--- config.mk ---
export PLATFORM = sky130hd
export DESIGN_NAME = alu_arbiter
export DESIGN_NICKNAME = d
export VERILOG_FILES = /design/src/rtl/alu_arbiter.sv
export SDC_FILE = /design/constraint.sdc
export NUM_CORES = 1
export LEC_CHECK = 0
export BUFFER_PORTS_ARGS = -buffer_cell sky130_fd_sc_hd__buf_2
export CAP_MARGIN = 10
export CORE_ASPECT_RATIO = 0.5
export CORE_MARGIN = 4
export CORE_UTILIZATION = 43
export CTS_BUF_LIST = sky130_fd_sc_hd__clkbuf_16
export DETAILED_ROUTE_END_ITERATION = 16
export PLACE_DENSITY = 0.77
export SYNTH_ARGS = -nofsm -noshare
export SYNTH_HDL_FRONTEND = slang
export SYNTH_SLANG_ARGS = --single-unit
--- constraint.sdc ---
create_clock -name clk -period 2.9 [get_ports clk]
set_input_delay 0.58 -clock clk [delete_from_list [all_inputs] [get_ports clk]]
set_output_delay 0.58 -clock clk [all_outputs]
set_load 0.005 [all_outputs]
--- src/rtl/alu_arbiter.sv ---
// Round-robin arbiter sharing one combinational ALU among NREQ requesters.
// Optional: define ALU_ARB_PERF_EN to add the saturating busy_cnt output.
module alu_arbiter #(
    parameter int NREQ = 2,
    parameter int IDW  = 2
) (
    input  logic                 clk,
    input  logic                 rst_n,
    input  logic [NREQ-1:0]      req_valid,
    output logic [NREQ-1:0]      req_ready,
    input  logic [4*NREQ-1:0]    req_funct,
    input  logic [32*NREQ-1:0]   req_a,
    input  logic [32*NREQ-1:0]   req_b,
    output logic [3:0]           alu_funct,
    output logic [31:0]          alu_a,
    output logic [31:0]          alu_b,
    input  logic [31:0]          alu_result,
    output logic                 rsp_valid,
    input  logic                 rsp_ready,
    output logic [IDW-1:0]       rsp_id,
    output logic [31:0]          rsp_result
`ifdef ALU_ARB_PERF_EN
    ,
    output logic [31:0]          busy_cnt
`endif
);

    typedef enum logic [1:0] {IDLE, EXEC, RESP} state_t;

    state_t         state_q, state_d;
    logic [IDW-1:0] rr_ptr_q, rr_ptr_d;
    logic [IDW-1:0] id_q;
    logic [3:0]     funct_q;
    logic [31:0]    a_q, b_q, result_q;

    logic [NREQ-1:0] rot;
    logic [IDW-1:0]  winner;
    logic            found;
    logic            grant;

    // Rotate requests so rr_ptr sits at bit 0; the lowest set bit is the winner.
    always_comb begin
        rot    = NREQ'({req_valid, req_valid} >> rr_ptr_q);
        found  = 1'b0;
        winner = '0;
        for (int i = NREQ - 1; i >= 0; i--) begin
            if (rot[i]) begin
                found  = 1'b1;
                winner = IDW'((int'(rr_ptr_q) + i) % NREQ);
            end
        end
    end

    always_comb begin
        state_d   = state_q;
        rr_ptr_d  = rr_ptr_q;
        req_ready = '0;
        grant     = 1'b0;
        case (state_q)
            IDLE: begin
                if (found) begin
                    grant     = 1'b1;
                    req_ready = NREQ'(1) << winner;
                    rr_ptr_d  = (winner == IDW'(NREQ - 1)) ? '0 : winner + 1'b1;
                    state_d   = EXEC;
                end
            end
            EXEC: state_d = RESP;
            RESP: if (rsp_ready) state_d = IDLE;
            default: state_d = IDLE;
        endcase
    end

    always_ff @(posedge clk or negedge rst_n) begin
        if (!rst_n) begin
            state_q  <= IDLE;
            rr_ptr_q <= '0;
            id_q     <= '0;
            funct_q  <= '0;
            a_q      <= '0;
            b_q      <= '0;
            result_q <= '0;
        end else begin
            state_q  <= state_d;
            rr_ptr_q <= rr_ptr_d;
            // Operand registers are only loaded on a grant so the ALU inputs stay quiet otherwise.
            if (grant) begin
                id_q    <= winner;
                funct_q <= req_funct[4*int'(winner) +: 4];
                a_q     <= req_a[32*int'(winner) +: 32];
                b_q     <= req_b[32*int'(winner) +: 32];
            end
            if (state_q == EXEC) result_q <= alu_result;
        end
    end

    assign alu_funct  = funct_q;
    assign alu_a      = a_q;
    assign alu_b      = b_q;
    assign rsp_valid  = (state_q == RESP);
    assign rsp_id     = id_q;
    assign rsp_result = result_q;

`ifdef ALU_ARB_PERF_EN
    logic [31:0] busy_q;

    always_ff @(posedge clk or negedge rst_n) begin
        if (!rst_n) begin
            busy_q <= '0;
        end else if (state_q != IDLE && busy_q != 32'hFFFF_FFFF) begin
            busy_q <= busy_q + 32'd1;
        end
    end

    assign busy_cnt = busy_q;
`endif

endmodule

==> flow_metrics.env, run 1 <==
export IMPL_core_area_um2=11400
export IMPL_r2r_setup_slack_ps=1090
export IMPL_p_int_w=0.00435
export IMPL_power_density_nw_per_um2=1010
export IMPL_die_height_um=85.5
export IMPL_insertion_delay_ps=350
export IMPL_n_antenna_cell=0
export IMPL_yosysTopAreaCell="dfrtp_1"
export IMPL_globalplace_congestion=0.819
export IMPL_synth_simple_gate_area_share_pct=6.03
export IMPL_grt_pass1_vias=4838
export IMPL_path_cells="or2_2 > a211o_2 > inv_2 > buf_2"
export IMPL_maxSlewHeadroom_pct=54.0
export IMPL_finalCriticalPeriod_ps=2190
export IMPL_ios=278
export IMPL_clock_sinks=104
export IMPL_syn_area_um2=5160
export IMPL_timing_hold_ws_ps=162
export IMPL_cts_clk_slew_worst_paths_ps=80
export IMPL_grt_max_degree=69
export IMPL_yosysTopAreaCellShare_pct=50.4
export IMPL_start_util_pct=45.5
export IMPL_htree_levels=3
export IMPL_p_leak_nw=3.43
export IMPL_grt_overflow=0
export IMPL_critical_path_max_stage_delay_ps=430
export IMPL_ir_drop_v=0.000493
export IMPL_synth_area_per_cell_um2=11.4
export IMPL_seqPwrFrac_pct=36.8
export IMPL_crit_arrival_ps=1610
export IMPL_antenna_found_initial=0
export IMPL_hold_buffers=0
export IMPL_max_cap_violations=0
export IMPL_pwr_share_clk_pct=17.4
export IMPL_p_sw_share_pct=37.4
export IMPL_synthTopCellsByArea="dfrtp_1 50%, o211ai_2 9.2%, mux2_2 7.0%, nand4_1 5.2%, a311o_1 4.8%"
export IMPL_synth_compound_area_share_pct=27.4
export IMPL_cts_tree="done"
export IMPL_fin_crit_sh_pct=75.6
export IMPL_hold_viol=0
export IMPL_slew_viol_final=0
export IMPL_worstSetupEndpointType="primary output"
export IMPL_synth_seq_area_share_pct=50.4
export IMPL_r2r_cells=4
export IMPL_rsz0062_at_grt="no"
export IMPL_p_comb_share_pct=45.8
export IMPL_portBuffers=276
export IMPL_wl_um=15600
export IMPL_startpoint_type="flip-flop"
export IMPL_crit_type="flip-flop to primary output"
export IMPL_drive_above_1_share_pct=54.2
export IMPL_yosysUniqueCellTypes=27
export IMPL_syn_nets=625
export IMPL_n_fill_cell=1000
export IMPL_yosysWarnings=0
export IMPL_drtIter0Drc=321
export IMPL_die_area_um2=13900
export IMPL_cts_buffers=9
export IMPL_fp_dieW_um=163
export IMPL_setup_viol=0
export IMPL_p_switching_w=0.00260
export IMPL_finalSetupTns_ps=0
export IMPL_synthCells=452
export IMPL_track_usage_pct=21.9
export IMPL_grt_pass1_wl_um=24600
export IMPL_viasPerCell=5.46
export IMPL_cts_root_buffer="clkbuf_16"
export IMPL_ant_nets=0
export IMPL_worst_pin_slew_ps=690
export IMPL_synth_top_family_by_area="compound AO/OA/AOI/OAI gates"
export IMPL_cts_setup_buffers=0
export IMPL_path_max_fanout=4
export IMPL_worstPathRequired_ps=2320
export IMPL_finalClockSkew_ps=8.35
export IMPL_status="complete, no violations"
export IMPL_hold_class="input pin to async pin"
export IMPL_clock_path_buffers=2
export IMPL_dpl_hpwl_um=11100
export IMPL_drc=0
export IMPL_detail_route_wl_per_cell_um=18.0
export IMPL_rows=27
export IMPL_crit_slowest_cell="dfrtp_1"
export IMPL_areaGrowthSynthToFinish_pct=33.0
export IMPL_vias=4722
export IMPL_synth_xor_area_share_pct=0
export IMPL_ys_ff_latch=104
export IMPL_fmax_mhz=456
export IMPL_cts_resized_gates=0
export IMPL_yosys_area_share_adder_pct=0
export IMPL_fin_nets=874
export IMPL_first_pass_iters=6
export IMPL_muxShareOfSynthArea_pct=6.98
## state kept, by name, indices dropped and copies added, names as in the netlist
signal,cells
state_q,2
rr_ptr_q,1
rsp_id,1
alu_funct,4
rsp_result,32
alu_a,32
alu_b,32
## cells in the final DEF (no fill, tap or decap)
cell type,n
or2b_1,1
inv_2,2
inv_1,45
o22a_1,25
clkbuf_16,9
inv_6,3
o211ai_2,38
or2_2,1
mux2_2,32
o21ai_1,2
nand2b_2,1
o211ai_1,5
nor2_4,2
nand2b_1,1
clkinvlp_4,1
and3_1,1
conb_1,1
o21ai_0,44
a311o_1,25
a21o_1,1
buf_2,275
dfrtp_1,104
a211o_2,1
inv_8,3
buf_4,15
a21boi_0,25
nand4_1,43
## metal layers
metal | vias up | track usage [%] | routed length (um)
li1 | 2178 | - | -
met1 | 2322 | 25.0 | 5950
met2 | 180 | 38.8 | 8140
met3 | 42 | 6.45 | 961
met4 | 0 | 8.75 | 503
met5 | - | 0 | 0
## worst paths after layout
check	from	endpoint
min in group clk	rsp_ready	state_q[1]$_DFFE_PN0P_
setup / recovery	state_q[1]$_DFFE_PN0P_	req_ready[0]
hold / removal	rst_n	alu_a[14]$_DFFE_PN0P_
hold reg to reg	rsp_result[12]$_DFFE_PN0N_	rsp_result[12]$_DFFE_PN0N_
setup reg to reg	state_q[1]$_DFFE_PN0P_	alu_a[20]$_DFFE_PN0P_
max in group asynchronous	rst_n	alu_b[8]$_DFFE_PN0P_
## power groups by stage
stage          sequential [W]  combinational (W)  clock, W
6_report              0.00256            0.00318   0.00121
3_3_place_gp          0.00256            0.00314         0
2_1_floorplan         0.00262            0.00198         0
3_5_place_dp          0.00257            0.00323         0
4_1_cts               0.00256            0.00324   0.00124
5_1_grt               0.00266            0.00350   0.00131
## cell usage after synthesis
cell        n
a211o_1     1
a21boi_0   25
a21o_1      1
a311o_1    25
and3_1      1
buf_1       1
buf_2       8
buf_4       2
buf_6       6
buf_8       3
clkbuf_1   32
conb_1      1
dfrtp_1   104
inv_1      45
inv_2       2
mux2_2     32
nand2b_1    2
nand4_1    43
nor2_1      1
nor2_2      1
o211ai_1    5
o211ai_2   38
o21ai_0    44
o21ai_1     2
o22a_1     25
or2_1       1
or2b_1      1
## worst max-delay path: cells and delay by family (launching register included)
family,cells,cell delay (ps)
buffers and inverters,2,160
flip-flops,1,430
AND/OR/NAND/NOR,1,330
AO/OA/AOI/OAI,1,340
## final cells by class
| cell class | instances | area, um^2 | share of cell area (%) |
|---|---|---|---|
| clock inverters | 7 | 67.6 | 0.984 |
| clock buffers | 9 | 225 | 3.28 |
| repair buffers | 290 | 1490 | 21.7 |
| flip-flops and latches | 104 | 2600 | 37.9 |
| inverters | 47 | 176 | 2.57 |
| well taps | 159 | 199 | 2.90 |
| multi-input cells | 249 | 2110 | 30.7 |
## logic make-up (layout without fill, tap and decap cells)
family	count (synthesis)	count (layout)
AOI/OAI and AO/OA	166	166
and+or+nand+nor	50	50
DFF	104	104
muxes	32	32
other	1	1
buffers and inverters	99	353
## metrics by stage
stage          util, %  instance area (um^2)  cells  total power [W]  setup slack [ps]
2_1_floorplan        -                  5160    452          0.00460               925
3_3_place_gp      57.9                  6580    849          0.00570               886
3_5_place_dp      57.9                  6580    849          0.00580               871
4_1_cts           60.5                  6870    865          0.00704               695
5_1_grt           60.5                  6870    865          0.00747               658
6_report          60.5                  6870    865          0.00695               707
No activity file was read; power rests on OpenSTA's default activity.
==> inputs of run 2 (changes only) <==
Settings changed: CORE_UTILIZATION 43 to 41.
Clock period 2.9 ns to 1.84 ns, I/O delays scaled along.
==> run 2 against run 1 <==
Compared with the run above: combinational power up 68%; setup slack worse by 650 ps; highest routed layer is now met5; clock skew is 2.3 ps higher; power increased by 63%; count of clock-buffer cells in the layout unchanged; routed wire length is 1.5% higher.
==> flow_metrics.env, run 2 (same netlist as run 1, synthesis figures left out) <==
export IMPL_status="complete, no violations"
export IMPL_worst_pin_slew_ps=534
export IMPL_clock_sinks=104
export IMPL_final_cell_mix="275 x buf_2, 104 x dfrtp_1, 45 x inv_1, 44 x o21ai_0, 43 x nand4_1"
export IMPL_p_sw_share_pct=36.9
export IMPL_hold_end="rsp_result[10]$_DFFE_PN0N_"
export IMPL_ant_nets=0
export IMPL_worstSetupEndpointType="primary output"
export IMPL_fin_crit_sh_pct=96.9
export IMPL_r2r_end="alu_a[3]$_DFFE_PN0P_"
export IMPL_slew_viol_final=0
export IMPL_portBuffers=276
export IMPL_r2r_cells=5
export IMPL_cts_tree="done"
export IMPL_start_util_pct=42.8
export IMPL_vias=4749
export IMPL_fp_dieW_um=167
export IMPL_grt_overflow=0
export IMPL_clock_path_buffers=2
export IMPL_hold_path_depth=2
export IMPL_cts_buffers=9
export IMPL_fmax_mhz=561
export IMPL_pwr_share_clk_pct=16.9
export IMPL_rows=28
export IMPL_drive_above_1_share_pct=54.9
export IMPL_htree_levels=3
export IMPL_drtIter0Drc=329
export IMPL_track_usage_pct=20.4
export IMPL_die_height_um=87.3
export IMPL_antenna_found_initial=1
export IMPL_grt_pass1_wl_um=24300
export IMPL_n_fill_cell=1033
export IMPL_multi_input_area_um2=2120
export IMPL_p_comb_share_pct=47.3
export IMPL_p_switching_w=0.00417
export IMPL_setup_viol=0
export IMPL_place_area_um2=6670
export IMPL_design_area_um2=7090
export IMPL_cts_clk_slew_worst_paths_ps=80
export IMPL_startpoint_type="flip-flop"
export IMPL_die_area_um2=14600
export IMPL_cts_root_buffer="clkbuf_16"
export IMPL_ir_drop_v=0.00101
export IMPL_finalClockSkew_ps=10.7
export IMPL_hold_viol=0
export IMPL_fin_nets=886
export IMPL_p_int_w=0.00714
export IMPL_seqPwrFrac_pct=35.7
export IMPL_path_cells="or2_4 > a211o_4 > inv_2 > buf_2"
export IMPL_finalCriticalPeriod_ps=1780
export IMPL_globalplace_congestion=0.829
export IMPL_r2r_setup_slack_ps=250
export IMPL_drc=0
export IMPL_layout_commonest_cell="buf_2"
export IMPL_hp_start="alu_result[10]"
export IMPL_n_antenna_cell=0
export IMPL_grt_pass1_vias=4912
export IMPL_crit_arrival_ps=1410
export IMPL_first_pass_iters=4
export IMPL_final_util_pct=58.9
export IMPL_path_max_fanout=2
export IMPL_crit_type="flip-flop to primary output"
export IMPL_hold_class="input pin to flip-flop"
export IMPL_dpl_hpwl_um=11300
export IMPL_ff_latch_area_um2=2600
export IMPL_max_cap_violations=0
export IMPL_p_leak_nw=3.54
export IMPL_areaGrowthSynthToFinish_pct=37.4
export IMPL_insertion_delay_ps=340
export IMPL_core_area_um2=12100
export IMPL_grt_max_degree=69
export IMPL_detail_route_wl_per_cell_um=17.9
export IMPL_timing_hold_ws_ps=253
export IMPL_wl_um=15800
export IMPL_power_density_nw_per_um2=1590
export IMPL_finalSetupTns_ps=0
export IMPL_r2r_start="rr_ptr_q[0]$_DFFE_PN0P_"
export IMPL_maxSlewHeadroom_pct=64.3
export IMPL_ios=278
export IMPL_critical_path_max_stage_delay_ps=390
export IMPL_viasPerCell=5.38
export IMPL_worstPathRequired_ps=1470
export IMPL_rsz0062_at_grt="no"
export IMPL_crit_slowest_cell="dfrtp_1"
[run 2: worst max-delay path, delay by kind of cell, from the launching register on]
family / cells / cell delay (ps)
AOI/OAI and AO/OA: 1 / 280
and+or+nand+nor: 1 / 270
DFF: 1 / 390
buffers and inverters: 2 / 140
[run 2: power groups by stage]
stage / Clock, W / Sequential, W / Combinational (W)
2_1_floorplan: 0 / 0.00413 / 0.00312
3_3_place_gp: 0 / 0.00405 / 0.00507
3_5_place_dp: 0 / 0.00408 / 0.00520
4_1_cts: 0.00197 / 0.00404 / 0.00533
5_1_grt: 0.00206 / 0.00418 / 0.00584
6_report: 0.00192 / 0.00404 / 0.00535
[run 2: cell type report]
class,instances,area share [%]
sequential,104,36.7
multi-input combinational,249,29.9
timing repair buffer,302,23.8
clock buffer,9,3.18
tap,165,2.91
inverter,47,2.49
clock inverter,7,1.02
[run 2: timing repair]
action	CTS	global route
hold buffers	1	0
endpoints found under the hold margin	11	0
pin swaps	1	1
endpoints found under the setup margin	2	2
gates resized for setup	3	0
setup buffers	2	4
gates cloned	1	1
[run 2: worst max path at each step]
stage,start,end,slack (ps),cells past startpoint
after floorplan,state_q[1]$_DFFE_PN0P_,req_ready[0],150,6
after global placement,state_q[1]$_DFFE_PN0P_,req_ready[0],220,4
after detailed placement,state_q[1]$_DFFE_PN0P_,alu_a[24]$_DFFE_PN0P_,190,4
after CTS,state_q[1]$_DFFE_PN0P_,req_ready[0],20,4
after global routing,state_q[1]$_DFFE_PN0P_,req_ready[0],20,4
final,state_q[1]$_DFFE_PN0P_,req_ready[0],60,4
[run 2: routing by layer]
metal	vias up	global-route usage [%]	wire, um
li1	2201	-	-
met5	-	0	7
met3	36	5.49	877
met4	2	7.28	430
met1	2333	24.6	6390
met2	177	36.1	8080
[run 2: metrics by stage]
step	power, W	worst slack (ps)	instances
finish	0.0113	57.8	883
global route	0.0121	18.5	883
CTS	0.0113	15.3	878
floorplan	0.00725	147	452
detailed placement	0.00928	191	858
global placement	0.00912	219	858
